$ cat src/rtl/timing_pkg.sv
// Shared types and constants for the LVDA timing phase generator.
package timing_pkg;

  typedef enum logic [1:0] {
    IDLE  = 2'd0,
    PULSE = 2'd1,
    GAP   = 2'd2
  } state_t;

  localparam logic [1:0] PH_W = 2'd0;
  localparam logic [1:0] PH_X = 2'd1;
  localparam logic [1:0] PH_Y = 2'd2;
  localparam logic [1:0] PH_Z = 2'd3;

  localparam int DEF_PULSE_W = 4;
  localparam int DEF_GAP_W   = 2;

endpackage

$ cat src/rtl/timing_phase_ctr.sv
// Loadable down-counter; tc flags the last cycle of a loaded interval and
// the count holds at zero until the next load.
module timing_phase_ctr #(
  parameter int CW = 2
) (
  input  logic          clk,
  input  logic          rst_n,
  input  logic          load,
  input  logic [CW-1:0] load_val,
  output logic [CW-1:0] count,
  output logic          tc
);

  assign tc = (count == '0);

  always_ff @(posedge clk or negedge rst_n) begin
    if (!rst_n) begin
      count <= '0;
    end else if (load) begin
      count <= load_val;
    end else if (!tc) begin
      count <= count - 1'b1;
    end
  end

endmodule

$ cat src/rtl/timing_phase_gen.sv
// Four-phase non-overlapping WDA/XDA/YDA/ZDA generator with run/stop,
// SYNC resynchronisation, frame strobe and frame counter.
module timing_phase_gen
  import timing_pkg::*;
#(
  parameter int PULSE_W = DEF_PULSE_W,
  parameter int GAP_W   = DEF_GAP_W,
  parameter int FCW     = 8
) (
  input  logic           SIM_CLK,
  input  logic           SIM_RST,
  input  logic           RUN,
  input  logic           SYNC,
  input  logic           CLR_ERR,
  output logic           WDA,
  output logic           XDA,
  output logic           YDA,
  output logic           ZDA,
  output logic [1:0]     PHASE,
  output logic           FRAME_STB,
  output logic [FCW-1:0] FRAME_CNT,
  output logic           SYNC_ERR,
  output state_t         DBG_STATE
);

  localparam int MAXW = (PULSE_W > GAP_W) ? PULSE_W : GAP_W;
  localparam int CW   = (MAXW > 1) ? $clog2(MAXW) : 1;
  localparam logic [CW-1:0] PULSE_LD = CW'(PULSE_W - 1);
  localparam logic [CW-1:0] GAP_LD   = CW'(GAP_W - 1);

  state_t        state, nxt_state;
  logic [1:0]    ph, nxt_ph;
  logic          no_stb, nxt_no_stb;
  logic          cnt_load;
  logic [CW-1:0] cnt_val, cnt;
  logic          tc;
  logic          frame_end, set_err, nxt_zero, stb_next;
  logic [3:0]    drive;

  timing_phase_ctr #(.CW(CW)) u_ctr (
    .clk      (SIM_CLK),
    .rst_n    (SIM_RST),
    .load     (cnt_load),
    .load_val (cnt_val),
    .count    (cnt),
    .tc       (tc)
  );

  assign frame_end = (state == GAP) && (ph == PH_Z) && tc;

  // Leaving IDLE passes through a one-cycle frame-end GAP(Z) with the strobe
  // suppressed; this gives the one-cycle start latency and reuses the resync path.
  always_comb begin
    nxt_state  = state;
    nxt_ph     = ph;
    nxt_no_stb = no_stb;
    cnt_load   = 1'b0;
    cnt_val    = '0;
    set_err    = 1'b0;
    case (state)
      IDLE: begin
        if (RUN) begin
          nxt_state  = GAP;
          nxt_ph     = PH_Z;
          nxt_no_stb = 1'b1;
          cnt_load   = 1'b1;
        end
      end
      PULSE: begin
        if (tc) begin
          nxt_state = GAP;
          cnt_load  = 1'b1;
          cnt_val   = GAP_LD;
        end
      end
      GAP: begin
        if (tc) begin
          nxt_no_stb = 1'b0;
          if (ph != PH_Z) begin
            nxt_state = PULSE;
            nxt_ph    = ph + 2'd1;
            cnt_load  = 1'b1;
            cnt_val   = PULSE_LD;
          end else if (RUN) begin
            nxt_state = PULSE;
            nxt_ph    = PH_W;
            cnt_load  = 1'b1;
            cnt_val   = PULSE_LD;
          end else begin
            nxt_state = IDLE;
          end
        end
      end
      default: nxt_state = IDLE;
    endcase
    if (SYNC && (state != IDLE) && !frame_end) begin
      nxt_state  = GAP;
      nxt_ph     = PH_Z;
      nxt_no_stb = 1'b1;
      cnt_load   = 1'b1;
      cnt_val    = GAP_LD;
      set_err    = 1'b1;
    end
  end

  // Outputs are registered from the next-state decode so they line up with state.
  assign nxt_zero = cnt_load ? (cnt_val == '0) : (cnt <= CW'(1));
  assign stb_next = (nxt_state == GAP) && (nxt_ph == PH_Z) && nxt_zero && !nxt_no_stb;

  always_ff @(posedge SIM_CLK or negedge SIM_RST) begin
    if (!SIM_RST) begin
      state  <= IDLE;
      ph     <= PH_W;
      no_stb <= 1'b0;
    end else begin
      state  <= nxt_state;
      ph     <= nxt_ph;
      no_stb <= nxt_no_stb;
    end
  end

  always_ff @(posedge SIM_CLK or negedge SIM_RST) begin
    if (!SIM_RST) begin
      drive     <= '0;
      PHASE     <= PH_W;
      FRAME_STB <= 1'b0;
      FRAME_CNT <= '0;
      SYNC_ERR  <= 1'b0;
    end else begin
      drive     <= (nxt_state == PULSE) ? (4'b0001 << nxt_ph) : 4'b0000;
      FRAME_STB <= stb_next;
      if (nxt_state == PULSE) PHASE <= nxt_ph;
      if (stb_next) FRAME_CNT <= FRAME_CNT + 1'b1;
      if (set_err) SYNC_ERR <= 1'b1;
      else if (CLR_ERR) SYNC_ERR <= 1'b0;
    end
  end

  assign WDA       = drive[0];
  assign XDA       = drive[1];
  assign YDA       = drive[2];
  assign ZDA       = drive[3];
  assign DBG_STATE = state;

endmodule
$ cat config.mk
export PLATFORM = sky130hd
export DESIGN_NAME = timing_phase_gen
export DESIGN_NICKNAME = d
export VERILOG_FILES = /design/src/rtl/timing_pkg.sv /design/src/rtl/timing_phase_ctr.sv /design/src/rtl/timing_phase_gen.sv
export SDC_FILE = /design/constraint.sdc
export NUM_CORES = 1
export LEC_CHECK = 0
export ABC_AREA = 1
export CORE_ASPECT_RATIO = 1.2
export CORE_UTILIZATION = 59
export CTS_BUF_LIST = sky130_fd_sc_hd__clkbuf_4
export DETAILED_ROUTE_END_ITERATION = 16
export PLACE_DENSITY = 0.95
export SYNTH_ARGS = -nofsm -noshare
export SYNTH_HDL_FRONTEND = slang
export SYNTH_SLANG_ARGS = --single-unit
export TNS_END_PERCENT = 30
$ cat constraint.sdc
create_clock -name SIM_CLK -period 5.2 [get_ports SIM_CLK]
set_clock_uncertainty 0.2 [all_clocks]
set_input_delay 1.04 -clock SIM_CLK [delete_from_list [all_inputs] [get_ports SIM_CLK]]
set_output_delay 1.04 -clock SIM_CLK [all_outputs]
set_load 0.005 [all_outputs]
### After elaboration in Yosys (flattened, before gate mapping)

Cells that the tools add are included.

* add/subtract/negate cells: 3
* order comparisons: 1
* equal/unequal tests: 8
* shift-type cells: 1
* mux-type cells: 36
* reduce and logical (&&, ||, !) cells: 14

Operators by type and width (count)
* $mux W2: 15
* $mux W1: 15
* $add A8 B1 Y8 const B: 1
* $eq A2 B2 Y1 const B: 4
* $pmux W2 S2: 2
* $logic_and A1 B1 Y1: 7
* $logic_not A2 Y1: 3
* $pmux W2 S3: 1
* $eq A2 B1 Y1 const B: 2
* $mux W4: 1
* $ne A2 B2 Y1 const B: 2
* $reduce_bool A2 Y1: 2
* $shl A1 B2 Y4 const A: 1
* $pmux W1 S3: 1
* $add A2 B1 Y2 const B: 1
* $le A2 B1 Y1 const B: 1
* $logic_not A1 Y1: 2
* $pmux W1 S2: 1
* $sub A2 B1 Y2 const B: 1

* flip-flop bits (word level): 23
* input port bits: 5
* output and inout bits: 18

### Depth between registers and ports, before layout

* depth in word-level cells: 10
* mapped depth: 15
* mapped depth without buffers: 14

### Hierarchy

A second synthesis with hierarchy kept.

* cell total of the unflattened synthesis: 165
* area, all modules: 1331.3 sq um

By module, submodules not included
* timing_phase_gen: times used 1, cells each 149, area an instance 1212.4 sq um, seq. area each 525.5 sq um
* timing_phase_ctr: times used 1, cells each 16, area an instance 118.9 sq um, seq. area each 50.0 sq um

### Worst setup path before layout

Ideal clock, no wire load.

* path type: input port to flip-flop
* start: input port SYNC
* end: register FRAME_CNT[2]
* setup time: 117 ps
* data arrival time: 2008 ps
* required time: 4883 ps
* slack: 2875 ps
* cell stages on the path: 12
* path buffers: 1
* cells stage by stage: inv_1 nor2_2 nand2_2 buf_6 clkinv_2 nor2_4 nor2_8 nand2_4 nor2_8 nand2_4 nand2_1 nand2_1

* word-level cells in the longest chain between the ends: 7
* elaborated cells between the ends (all ways): 15
* classes of those cells: eq/ne (2); mux (6); reduce/logical (7)

Ends and longest elaborated chain
* start, declared: line timing_phase_gen.sv:13 `input logic SYNC,`
* $logic_and A1 B1 Y1 (2 in series): line timing_phase_gen.sv:96 `if (SYNC && (state != IDLE) && !frame_end) begin`
* $mux W2: line timing_phase_gen.sv:96
* net nxt_state[1]: line timing_phase_gen.sv:31 `state_t state, nxt_state;`
* $eq A2 B2 Y1: line timing_phase_gen.sv:108 `assign stb_next = (nxt_state == GAP) && (nxt_ph == PH_Z) && nxt_zero && !nxt_no_stb;`
* $logic_and A1 B1 Y1 (3 in series): line timing_phase_gen.sv:108
* end signal, assigned: line timing_phase_gen.sv:133 `if (stb_next) FRAME_CNT <= FRAME_CNT + 1'b1;`
* end, declared: line timing_phase_gen.sv:21 `output logic [FCW-1:0] FRAME_CNT,`

The timed path passes the listed nets, and every way through them passes these cells.
A chain may end at the register's enable or synchronous reset.

### Worst setup path in the final report

* start: input port SYNC
* end: register FRAME_CNT[6]

* word-level cells in the longest chain between the ends: 7
* elaborated cells between the ends (all ways): 15
* classes of those cells: eq/ne (2); mux (6); reduce/logical (7)

Ends and longest elaborated chain
* $logic_and A1 B1 Y1 (2 in series): line timing_phase_gen.sv:96
* $mux W2: line timing_phase_gen.sv:96
* net nxt_ph[0]: line timing_phase_gen.sv:32 `logic [1:0] ph, nxt_ph;`
* $eq A2 B2 Y1: line timing_phase_gen.sv:108
* $logic_and A1 B1 Y1 (3 in series): line timing_phase_gen.sv:108

The timed path passes the listed nets, and every way through them passes these cells.

==> impl_metrics.toml <==
[timing]
tightest_slew_ns = 0.9874
hold_viol = 0
period_needed_ns = 2.666
setup_viol = 0
slew_violations = 0
rsz0062_at_grt = "no"
setup_tns_ns = 0
fmax_mhz = 375.1
timing.final.crit_share_pct = 51.27
slew_headroom_pct = 33.97

[die]
num_io_pins = 23
die_area_mm2 = 0.002626
die_h_um = 55.93
core-area_mm2 = 0.002282
die-width_um = 46.95
start_util_pct = 62.66
fp-row-count = 19

[yosys]
syn_inst = 174
ys.flop_type = "dfrtp_1"
async_reset_ff_share_pct = 100.0
synth_nets = 187
ys_types = 26
ys_ff_latch = 23
synth_area_mm2 = 0.001430
synth_top_area_share_pct = 40.24
synth.area.top_cells = "dfrtp_1, nand2_1, ha_1, nand3_1, inv_1"
synth_edf_count = 0
yosysSeqAreaShare_pct = 40.24
yosys_warnings = 0
synth_largest_area_cell = "dfrtp_1"
synth.most_common_cell = "nand2_1"
syn_avg_cell_area_um2 = 8.219
ys_top_cells_by_count = "nand2_1, dfrtp_1, nand3_1, inv_1"

[global_routing]
grt_pass1_wl_mm = 4.926
antenna_found_initial = 0
grt-ovfl-total = 0
grt_usage_pct = 26.48
grt_pass1_vias = 1157
grt_max_degree = 24

[cells_and_area]
final_util_pct = 74.01
regArea_um2 = 575.6
n_antenna_cell = 0
final_cells = 228
drive_gt1_share_pct = 14.21
multi_input_area_um2 = 737.0
nNetsFinal = 211
nFillCells = 182
area_growth_pct = 18.11

[worst_setup_path]
slowest_delay_ns = 0.45
crit_arrival_ns = 2.67
cp_top_family = "simple AND/OR/NAND/NOR gates"
cp-end-kind = "flop"
cp.required_ns = 5.20
cpMostUsedCell = "nand2_1"
path_buf_inv = 2
crit_path_cell_trace = "clkdlybuf4s50_1 -> inv_1 -> nor2_2 -> nand2_2 -> nand2_1 -> nor2_1 -> nor2_4 -> nand2_4 -> nor2_8 -> nand2_4 -> nand2_1 -> nand2_1"
critPathMaxFanout = 12
critPathSlowestCell = "clkdlybuf4s50_1"
criticalPathCategory = "in -> reg"
cp-start-kind = "input pin"

[detailed_routing]
wirelength_mm = 2.805
antenna_left = 0
drc = 0
drt-vias-per-instance = 5.132
drt_iter0_drc = 24
vias = 1170
wl_per_cell_um = 12.30
dr.pass1.iters = 4

[power_and_ir_drop]
p_leak_uw = 0.0008876
powerDensity_mw_per_mm2 = 601.5
peakVddDrop_mv = 0.3542

[clock_network]
hold_buffers = 0
ctsHtreeMaxLevel = 1
cts_tree = "built"
clk_transition_reported_paths_ns = 0.11
cts-root-buf = "clkbuf_4"
clock_path_buffers = 2
cts_resized = 0
cts_sinks = 23
cts_buffers = 3
clk_latency_ns = 0.30
post_cts_buffers = 0

[placement]
io_buffers = 22
place.gp.congestion = 0.8664
dpl.cell_count = 224
place_hpwl_mm = 2.222

[outcome]
status = "finished, final reports clean"

[flow_run]
maxCapViolCount = 0

[worst_hold_path]
hp-class = "reg -> reg"
==> final cells by class <==
class	instances	share of cell area, %
flip-flops and latches	23	34.07
multi-input cells	125	43.63
well taps	31	2.296
clock buffers	4	1.778
inverters	23	5.185
repair buffers	22	13.04
==> state kept, by name (all words and copies together) (netlist names) <==
| register | flops |
|---|---|
| DBG_STATE | 2 |
| FRAME_CNT | 8 |
| FRAME_STB | 1 |
| PHASE | 2 |
| SYNC_ERR | 1 |
| drive | 4 |
| no_stb | 1 |
| ph | 2 |
| u_ctr.count | 2 |
==> worst min-delay path, delay by kind of cell, from the launching register on <==
family / cells / cell delay, ns
DFF: 1 / 0.36
and+or+nand+nor: 2 / 0.12
==> final timing paths <==
| check | to | cells past startpoint | slack [ns] | startpoint |
|---|---|---|---|---|
| max | FRAME_CNT[6] | 12 | 2.53 | SYNC |
| min reg2reg | PHASE[0] | 2 | 0.29 | PHASE[0] |
| max reg2reg | FRAME_CNT[6] | 12 | 2.82 | u_ctr.count[1] |
| min | PHASE[0] | 2 | 0.29 | PHASE[0] |
| max in group asynchronous | FRAME_CNT[4] | 1 | 3.14 | SIM_RST |
| min in group asynchronous | FRAME_CNT[0] | 1 | 1.07 | SIM_RST |
==> logic make-up after synthesis <==
group,share of synthesized area [%]
AND/OR/NAND/NOR,36.83
flip-flops,40.24
AO/OA/AOI/OAI,3.412
XOR/XNOR,4.287
adder cells (fa/ha/maj),6.999
buffers and inverters,8.224
==> layer usage <==
| metal | routed length, um | GRT usage [%] |
|---|---|---|
| met5 | 0 | 0 |
| met4 | 51 | 10.20 |
| met3 | 76 | 2.922 |
| met2 | 1562 | 45.04 |
| met1 | 1115 | 32.97 |
==> where the power goes <==
group	switching, uW	internal [uW]	total, uW
logic	405	241	646
registers	49.4	235	285
clock network	49.5	35.1	84.6
==> through the flow <==
step | worst slack, ns | total power, uW | instance area [um^2] | hold WS [ns]
floorplan | 2.875 | 777.2 | 1430 | 0.2639
global placement | 2.261 | 896.2 | 1659 | 0.2564
detailed placement | 2.197 | 937.7 | 1659 | 0.2658
CTS | 2.524 | 1023 | 1689 | 0.2931
global route | 2.344 | 1117 | 1689 | 0.3353
finish | 2.534 | 1016 | 1689 | 0.2941
==> layout by cell type, fill, tap and decap left out, types with 2 or more instances in the layout <==
cell and n:
a21oi_1 2, clkbuf_4 4, clkdlybuf4s50_1 22, dfrtp_1 23
ha_1 8, inv_1 17, inv_2 5, nand2_1 55
nand2_2 3, nand2_4 2, nand3_1 18, nand4_1 2
nor2_1 8, nor2_2 3, nor2_4 4, nor2_8 2
o21ai_0 5, xnor2_1 4, xor2_1 3
No activity file was read; power rests on OpenSTA's default activity.
